## src/rtl/io_event_packer.sv

```systemverilog
// io_event_packer
//   Latches single-cycle button / rotary pulses into per-source pending state and
//   serialises them as one-hot event bytes into the CPU input FIFO, one write at a
//   time with at least one idle cycle between writes. Events are only coalesced
//   when a source is already pending, and each coalesced event is counted.
//   Byte format: [7]C [6]N [5]E [4]S [3]W [2]push [1]rot step [0]rot left.
//   Optional feature macro: ROTARY_ACCUM_EN (signed rotary step accumulator
//   instead of a single rotary flag plus direction register).
//   ROT_ACC_WIDTH only affects the ROTARY_ACCUM_EN build.
module io_event_packer #(
    parameter int ROT_ACC_WIDTH  = 4,
    parameter int DROP_CNT_WIDTH = 8
) (
    input  logic                      clk,
    input  logic                      rst_n,
    input  logic [4:0]                compass_buttons,
    input  logic                      rotary_push,
    input  logic                      rotary_event,
    input  logic                      rotary_left,
    input  logic                      fifo_full,
    output logic                      fifo_wr_en,
    output logic [7:0]                fifo_din,
    output logic [DROP_CNT_WIDTH-1:0] drop_count,
    output logic                      pending
);

    // Number of sources that lost an event this cycle.
    function automatic logic [2:0] count_drops(input logic [6:0] v);
        logic [2:0] n;
        n = 3'd0;
        for (int i = 0; i < 7; i++) begin
            n = n + {2'b00, v[i]};
        end
        return n;
    endfunction

    // Button/push flags in priority order: [0]C [1]N [2]E [3]S [4]W [5]push.
    logic [5:0]                btn_q, btn_d;
    logic [5:0]                btn_pulse_s;
    logic [5:0]                btn_clr_s;
    logic [5:0]                btn_drop_s;
    logic                      rot_pend_s;
    logic                      rot_pend_next_s;
    logic                      rot_dir_s;
    logic                      rot_clr_s;
    logic                      rot_drop_s;
    logic                      issue_s;
    logic [7:0]                byte_s;
    logic                      wr_en_q, wr_en_d;
    logic [7:0]                din_q, din_d;
    logic [DROP_CNT_WIDTH-1:0] drop_q, drop_d;
    logic [DROP_CNT_WIDTH:0]   drop_sum_s;
    logic                      pend_q, pend_d;

    assign btn_pulse_s = {rotary_push, compass_buttons[4], compass_buttons[3],
                          compass_buttons[1], compass_buttons[2], compass_buttons[0]};

    // Issue decision and fixed-priority source selection.
    always_comb begin
        btn_clr_s = 6'b000000;
        rot_clr_s = 1'b0;
        byte_s    = 8'h00;
        issue_s   = ((|btn_q) || rot_pend_s) && !fifo_full && !wr_en_q;
        if (issue_s) begin
            priority casez (btn_q)
                6'b?????1: begin btn_clr_s = 6'b000001; byte_s = 8'h80; end
                6'b????10: begin btn_clr_s = 6'b000010; byte_s = 8'h40; end
                6'b???100: begin btn_clr_s = 6'b000100; byte_s = 8'h20; end
                6'b??1000: begin btn_clr_s = 6'b001000; byte_s = 8'h10; end
                6'b?10000: begin btn_clr_s = 6'b010000; byte_s = 8'h08; end
                6'b100000: begin btn_clr_s = 6'b100000; byte_s = 8'h04; end
                default:   begin rot_clr_s = 1'b1; byte_s = {6'b000000, 1'b1, rot_dir_s}; end
            endcase
        end else begin
            byte_s = 8'h00;
        end
    end

    // Button flag update: a new pulse re-arms even when its flag is being emitted.
    always_comb begin
        btn_d      = (btn_q & ~btn_clr_s) | btn_pulse_s;
        btn_drop_s = btn_pulse_s & btn_q & ~btn_clr_s;
    end

`ifdef ROTARY_ACCUM_EN
    localparam logic signed [ROT_ACC_WIDTH-1:0] ACC_MAX = {1'b0, {(ROT_ACC_WIDTH-1){1'b1}}};
    localparam logic signed [ROT_ACC_WIDTH-1:0] ACC_MIN = {1'b1, {(ROT_ACC_WIDTH-1){1'b0}}};
    localparam logic signed [ROT_ACC_WIDTH-1:0] ACC_ONE = {{(ROT_ACC_WIDTH-1){1'b0}}, 1'b1};

    logic signed [ROT_ACC_WIDTH-1:0] acc_q, acc_d, acc_tent_s;

    assign rot_pend_s      = (acc_q != '0);
    assign rot_dir_s       = acc_q[ROT_ACC_WIDTH-1];
    assign rot_pend_next_s = (acc_d != '0);

    // Emission moves the accumulator toward zero first; the new step is then applied
    // against that value so same-edge step and emission net out.
    always_comb begin
        acc_tent_s = acc_q;
        if (rot_clr_s) begin
            if (acc_q[ROT_ACC_WIDTH-1]) begin
                acc_tent_s = acc_q + ACC_ONE;
            end else begin
                acc_tent_s = acc_q - ACC_ONE;
            end
        end else begin
            acc_tent_s = acc_q;
        end
        acc_d      = acc_tent_s;
        rot_drop_s = 1'b0;
        if (rotary_event) begin
            if (rotary_left) begin
                if (acc_tent_s == ACC_MIN) begin
                    rot_drop_s = 1'b1;
                end else begin
                    acc_d = acc_tent_s - ACC_ONE;
                end
            end else begin
                if (acc_tent_s == ACC_MAX) begin
                    rot_drop_s = 1'b1;
                end else begin
                    acc_d = acc_tent_s + ACC_ONE;
                end
            end
        end else begin
            acc_d = acc_tent_s;
        end
    end

    // Rotary accumulator register.
    always_ff @(posedge clk or negedge rst_n) begin
        if (!rst_n) begin
            acc_q <= '0;
        end else begin
            acc_q <= acc_d;
        end
    end
`else
    logic rot_q, rot_d;
    logic dir_q, dir_d;

    assign rot_pend_s      = rot_q;
    assign rot_dir_s       = dir_q;
    assign rot_pend_next_s = rot_d;

    // Single rotary flag; the latest step always decides the direction.
    always_comb begin
        rot_d      = (rot_q & ~rot_clr_s) | rotary_event;
        rot_drop_s = rotary_event & rot_q & ~rot_clr_s;
        if (rotary_event) begin
            dir_d = rotary_left;
        end else begin
            dir_d = dir_q;
        end
    end

    // Rotary flag and direction registers.
    always_ff @(posedge clk or negedge rst_n) begin
        if (!rst_n) begin
            rot_q <= 1'b0;
            dir_q <= 1'b0;
        end else begin
            rot_q <= rot_d;
            dir_q <= dir_d;
        end
    end
`endif

    // Output next-state: write strobe, byte, saturating drop counter, pending summary.
    always_comb begin
        wr_en_d    = issue_s;
        din_d      = byte_s;
        drop_sum_s = {1'b0, drop_q} +
                     (DROP_CNT_WIDTH+1)'(count_drops({btn_drop_s, rot_drop_s}));
        if (drop_sum_s[DROP_CNT_WIDTH]) begin
            drop_d = '1;
        end else begin
            drop_d = drop_sum_s[DROP_CNT_WIDTH-1:0];
        end
        pend_d = (|btn_d) || rot_pend_next_s;
    end

    // State and output registers.
    always_ff @(posedge clk or negedge rst_n) begin
        if (!rst_n) begin
            btn_q   <= 6'b000000;
            wr_en_q <= 1'b0;
            din_q   <= 8'h00;
            drop_q  <= '0;
            pend_q  <= 1'b0;
        end else begin
            btn_q   <= btn_d;
            wr_en_q <= wr_en_d;
            din_q   <= din_d;
            drop_q  <= drop_d;
            pend_q  <= pend_d;
        end
    end

    assign fifo_wr_en = wr_en_q;
    assign fifo_din   = din_q;
    assign drop_count = drop_q;
    assign pending    = pend_q;

endmodule

```

## config.mk

```make
export PLATFORM = sky130hd
export DESIGN_NAME = io_event_packer
export DESIGN_NICKNAME = d
export VERILOG_FILES = /design/src/rtl/io_event_packer.sv
export SDC_FILE = /design/constraint.sdc
export NUM_CORES = 1
export LEC_CHECK = 0
export CAP_MARGIN = 20
export CORE_ASPECT_RATIO = 1.4
export CORE_MARGIN = 2
export CORE_UTILIZATION = 36
export DETAILED_ROUTE_END_ITERATION = 16
export SLEW_MARGIN = 20
export SYNTH_ARGS = -nofsm -noshare
export SYNTH_HDL_FRONTEND = slang
export SYNTH_SLANG_ARGS = --single-unit
```

## constraint.sdc

```tcl
create_clock -name clk -period 6.44 [get_ports clk]
set_clock_uncertainty 0.1 [all_clocks]
set_input_delay 1.288 -clock clk [delete_from_list [all_inputs] [get_ports clk]]
set_output_delay 1.288 -clock clk [all_outputs]
set_load 0.02 [all_outputs]
```

After elaboration in Yosys (flattened, before gate mapping):

Cells that the tools add are included.

* output and inout port bits: 18
* input bits: 11
* register bits after elaboration: 26
* logic and storage cells: 45

* bitwise logic cells: 10
* reductions and logical operators: 9
* eq/ne operators: 5
* mux-type cells: 7
* add/sub/neg operators: 7

Operator list (number)
* $pmux W8 S6: 1
* $pmux W6 S6: 1
* $and A6 B6 Y6: 3
* $reduce_or A6 Y1: 3
* $mux W8: 2
* $add A3 B1 Y3: 4
* $add A8 B3 Y9: 1
* $eq A6 B6 Y1 const B: 1
* $mux W6: 1
* $not A6 Y6: 1
* $or A6 B6 Y6: 1
* $eq A5 B5 Y1 const B: 1
* $eq A4 B4 Y1 const B: 1
* $add A2 B1 Y3: 1
* $and A1 B1 Y1: 3
* $eq A3 B3 Y1 const B: 1
* $add A1 B1 Y2: 1
* $eq A2 B2 Y1 const B: 1
* $logic_and A1 B1 Y1: 2
* $logic_not A1 Y1: 2
* $logic_or A1 B1 Y1: 2
* $mux W1: 2
* $not A1 Y1: 1
* $or A1 B1 Y1: 1

Depth between registers and ports, before layout:

Gate-level depths: netlist of the first run.

* word-level depth: 15
* mapped depth: 14
* mapped depth without buffers: 13

Worst setup path after synthesis of the first run:

No wires, ideal clock.

* path kind: input port to flip-flop
* from: in fifo_full
* to: reg drop_q[3], in the netlist drop_count[3]
* arrival time: 4.969 ns
* path buffers: 0
* setup slack: 1.239 ns
* stages on the path: 13
* library setup time: 0.132 ns
* path through: or4_4 -> and3_2 -> fa_1 -> inv_1 -> fa_1 -> inv_1 -> fa_1 -> ha_1 -> fa_1 -> a21o_1 -> a21oi_1 -> nand3b_1 -> o21ai_0

* cells in the longest elaborated chain, start to end: 14

Ends and longest elaborated chain
* from (decl): RTL line 20 `input logic fifo_full,`
* $logic_not A1 Y1 (*): RTL line 63 `issue_s = ((|btn_q) || rot_pend_s) && !fifo_full && !wr_en_q;`
* $logic_and A1 B1 Y1 (*) (2 in a row): RTL line 63
* $mux W1 / $mux W6 (equally long branches): RTL line 64 `if (issue_s) begin`
* $not A1 Y1 / $not A6 Y6 (equally long branches): RTL line 149, 82
* $and A1 B1 Y1 / $and A6 B6 Y6 (equally long branches): RTL line 149, 82
* $add A1 B1 Y2: RTL line 32 `n = n + {2'b00, v[i]};`
* $add A2 B1 Y3: RTL line 32
* $add A3 B1 Y3 (3 in a row): RTL line 32
* $add A3 B1 Y3 (*): RTL line 32
* $add A8 B3 Y9 (*): RTL line 173 `drop_sum_s = {1'b0, drop_q} +`
* $mux W8 (*): RTL line 175 `if (drop_sum_s[DROP_CNT_WIDTH]) begin`
* via drop_d[3]: RTL line 51 `logic [DROP_CNT_WIDTH-1:0] drop_q, drop_d;`
* to (signal assigned): RTL line 195 `drop_q <= drop_d;`
* to (decl): RTL line 51

Mark *: on every way through the listed nets, which the timed path passes. The rest lies on a longest branch.
A chain may end at the register's enable or synchronous reset.

Worst setup path after layout of the first run:

Ends and elaborated chain as after synthesis.

==> out/qor.yml, run 1 <==
timing:
  max_clock_freq_mhz: 178
  final_max_slew_viol_count: 0
  finalCriticalPeriod_ns: 5.62
  hold_viol_final: 0
  tns_ns: 0
  finalSetupViolations: 0
  min_period_over_period_pct: 87.2
  worst_slew_pin_slew_ns: 0.688
  maxSlewHeadroom_pct: 53.7
  rsz0062_at_grt: "false"
floorplanning:
  placeableCoreArea_um2: 3410
  start_util_pct: 37.9
  io_pins: 29
  rows: 25
  dieHeight_um: 74.9
  dieWidth_um: 54.7
  die_area_um2: 4100
worst_setup_path:
  worstPathArrival_ns: 5.66
  cpPeakStageDelay_ns: 0.53
  cp_max_fo: 6
  crit_type: "in2reg"
  cp.required_ns: 6.48
  end_kind: "flip-flop"
  start_kind: "primary input"
  path_cells: "clkdlybuf4s50_1 > or4_4 > and3_2 > fa_1 > inv_1 > fa_1 > inv_1 > fa_1 > ha_1 > fa_1 > a21o_1 > a21oi_1 > nand3b_1 > o21ai_0"
  path_common_cell: "fa_1"
  slowest_stage: "or4_4"
yosys:
  synth_top_area_share_pct: 50.3
  synthDistinctLibCells: 37
  synthesis.nets: 135
  synthTopCellsByCount: "dfrtp_1, inv_1, nor2_1"
  synth-seq-area-share_pct: 50.3
  syn_avg_cell_area_um2: 11.4
  ys_ff_latch: 26
  synth_top_area_cell: "dfrtp_1"
  ys.flop_type: "dfrtp_1"
  synth_cells: 113
  yosysWarnings: 0
  synth_area_um2: 1290
  synthArstFlopShare_pct: 100
  synth_area_leaders: "dfrtp_1, ha_1, fa_1"
  yosysMostFrequentCell: "dfrtp_1"
  synth_edf_count: 0
hold_path:
  hold_path.class: "reg2reg"
detailed_routing:
  final_antenna_net_count: 0
  dr_total_vias: 931
  firstDrtPassIters: 4
  viasPerCell: 5.09
  drtIter0Drc: 17
  drt-total-wl_um: 2480
  wl_per_cell_um: 13.6
  drc: 0
clocking:
  clockRootBuffer: "clkbuf_8"
  cts_max_level: 1
  clk_pin_slew_worst_paths_ns: 0.08
  cts_buffers: 3
  cts_tree: "built"
  cts_buffer_depth: 2
  cts_setup_buffers: 0
  cts.sinks: 26
  clk_latency_ns: 0.26
  cts_resized: 0
  cts_hold_buf: 0
power_and_ir_drop:
  p_leak_nw: 0.736
  p_per_area_nw_per_um2: 406
  peakVddDrop_uv: 285
layout:
  seqCellArea_um2: 651
  multi_input_area_um2: 598
  synthToLayoutAreaGrowth_pct: 28.1
  fillers: 321
  n_antenna_cell: 0
  final_util_pct: 48.6
  nNetsFinal: 167
  drive_gt1_share_pct: 9.09
placement:
  place_congestion: 0.778
  portBuffers: 28
  dpl.hpwl_um: 1900
global_route:
  grt_pass1_wl_um: 4230
  gr-total-overflow: 0
  globalRouteTotalUtil_pct: 14.1
  use_met3_pct: 1.79
  use_met1_pct: 17.6
  grt_max_degree: 27
  antenna_found_initial: 0
  grt_pass1_vias: 974
  top_usage_layer: "met2"
  grtUsageMet2_pct: 24.7
run:
  drv_cap: 0
outcome:
  status: "finished clean"
[state kept, by name, indices dropped and copies added (netlist names)]
register and count:
dir_q 1, fifo_din 8, drop_count 8, rot_pend_s 1
pending 1, fifo_wr_en 1, btn_q 6
[logic make-up (layout without fill, tap and decap cells)]
group                      after synthesis  count (layout)  share of synthesized area, %
adders and majority gates               12              12                          13.7
xor gates and xnor gates                 1               1                         0.677
buffers and inverters                   10              40                          3.48
DFF                                     26              26                          50.3
muxes                                    2               2                          1.64
and+or+nand+nor                         40              40                          18.5
AOI/OAI and AO/OA                       22              22                          11.7
[report_power, final]
part / internal [mW] / switching, mW
clock: 0.0418 / 0.0478
combinational: 0.173 / 0.185
sequential: 0.196 / 0.0284
total: 0.411 / 0.261
[cells in the final DEF (no fill, tap or decap), types with 2 or more instances in the layout]
cell and n:
nor2_1 8, and2_1 2, nand2b_1 3, fa_1 4, dfrtp_1 26, o21ai_0 3
nor4_1 3, nand2_1 4, and3_1 3, clkbuf_8 3, nor3b_1 2, ha_1 7
and3_2 2, nand3_1 3, a21oi_1 5, or2_2 2, inv_1 8, clkdlybuf4s50_1 28
a211oi_1 2, a21o_1 5, or4_4 2, nand3b_1 2
[area by class of cell]
class	count	share of cell area, %
inverter	8	1.81
multi-input combinational	77	36.1
timing repair buffer	29	17.4
clock buffer	3	2.49
tap	40	3.02
sequential	26	39.2
[per-stage QoR]
step	cells	hold WS [ns]	area [um2]	setup slack, ns	power (mW)
2_1_floorplan	113	0.349	1290	1.24	0.470
3_3_place_gp	180	0.355	1620	0.619	0.584
3_5_place_dp	180	0.363	1620	0.537	0.589
4_1_cts	183	0.384	1660	0.802	0.685
5_1_grt	183	0.407	1660	0.607	0.742
6_report	183	0.379	1660	0.822	0.672
[critical path: cells and delay by family]
| family | cells | cell delay (ns) |
|---|---|---|
| buffers and inverters | 3 | 0.54 |
| and+or+nand+nor | 3 | 1.01 |
| AOI/OAI and AO/OA | 3 | 0.65 |
| adders and majority gates | 5 | 2.15 |
[final timing paths]
kind                       startpoint             to  slack, ns  depth (start not counted)
hold reg to reg                 dir_q    fifo_din[0]       0.38                          1
min in group asynchronous       rst_n    fifo_din[0]       1.28                          2
setup reg to reg             btn_q[0]  drop_count[3]       1.73                         13
setup / recovery            fifo_full  drop_count[3]       0.82                         14
max in group asynchronous       rst_n  drop_count[5]       4.71                          2
hold / removal                  dir_q    fifo_din[0]       0.38                          1
[layer usage]
layer,part of all wire (%),vias to the layer above
met5,0,-
met4,1.0,0
met3,4.6,4
met2,51,23
met1,44,441
li1,-,463
No activity file was read; power rests on OpenSTA's default activity.
==> run 2: changes to the inputs <==
ABC_CLOCK_PERIOD_IN_PS = 6440   (was unset)
==> results of run 2 <==
Final layout, timing and power as in run 1 (identical DEF).
==> run 3: changes to the inputs <==
CAP_MARGIN = 0   (was 20)
CTS_CLUSTER_SIZE = 28   (was unset)
HOLD_SLACK_MARGIN = 0.08   (was unset)
==> results of run 3 <==
Final layout, timing and power as in run 1 (identical DEF).
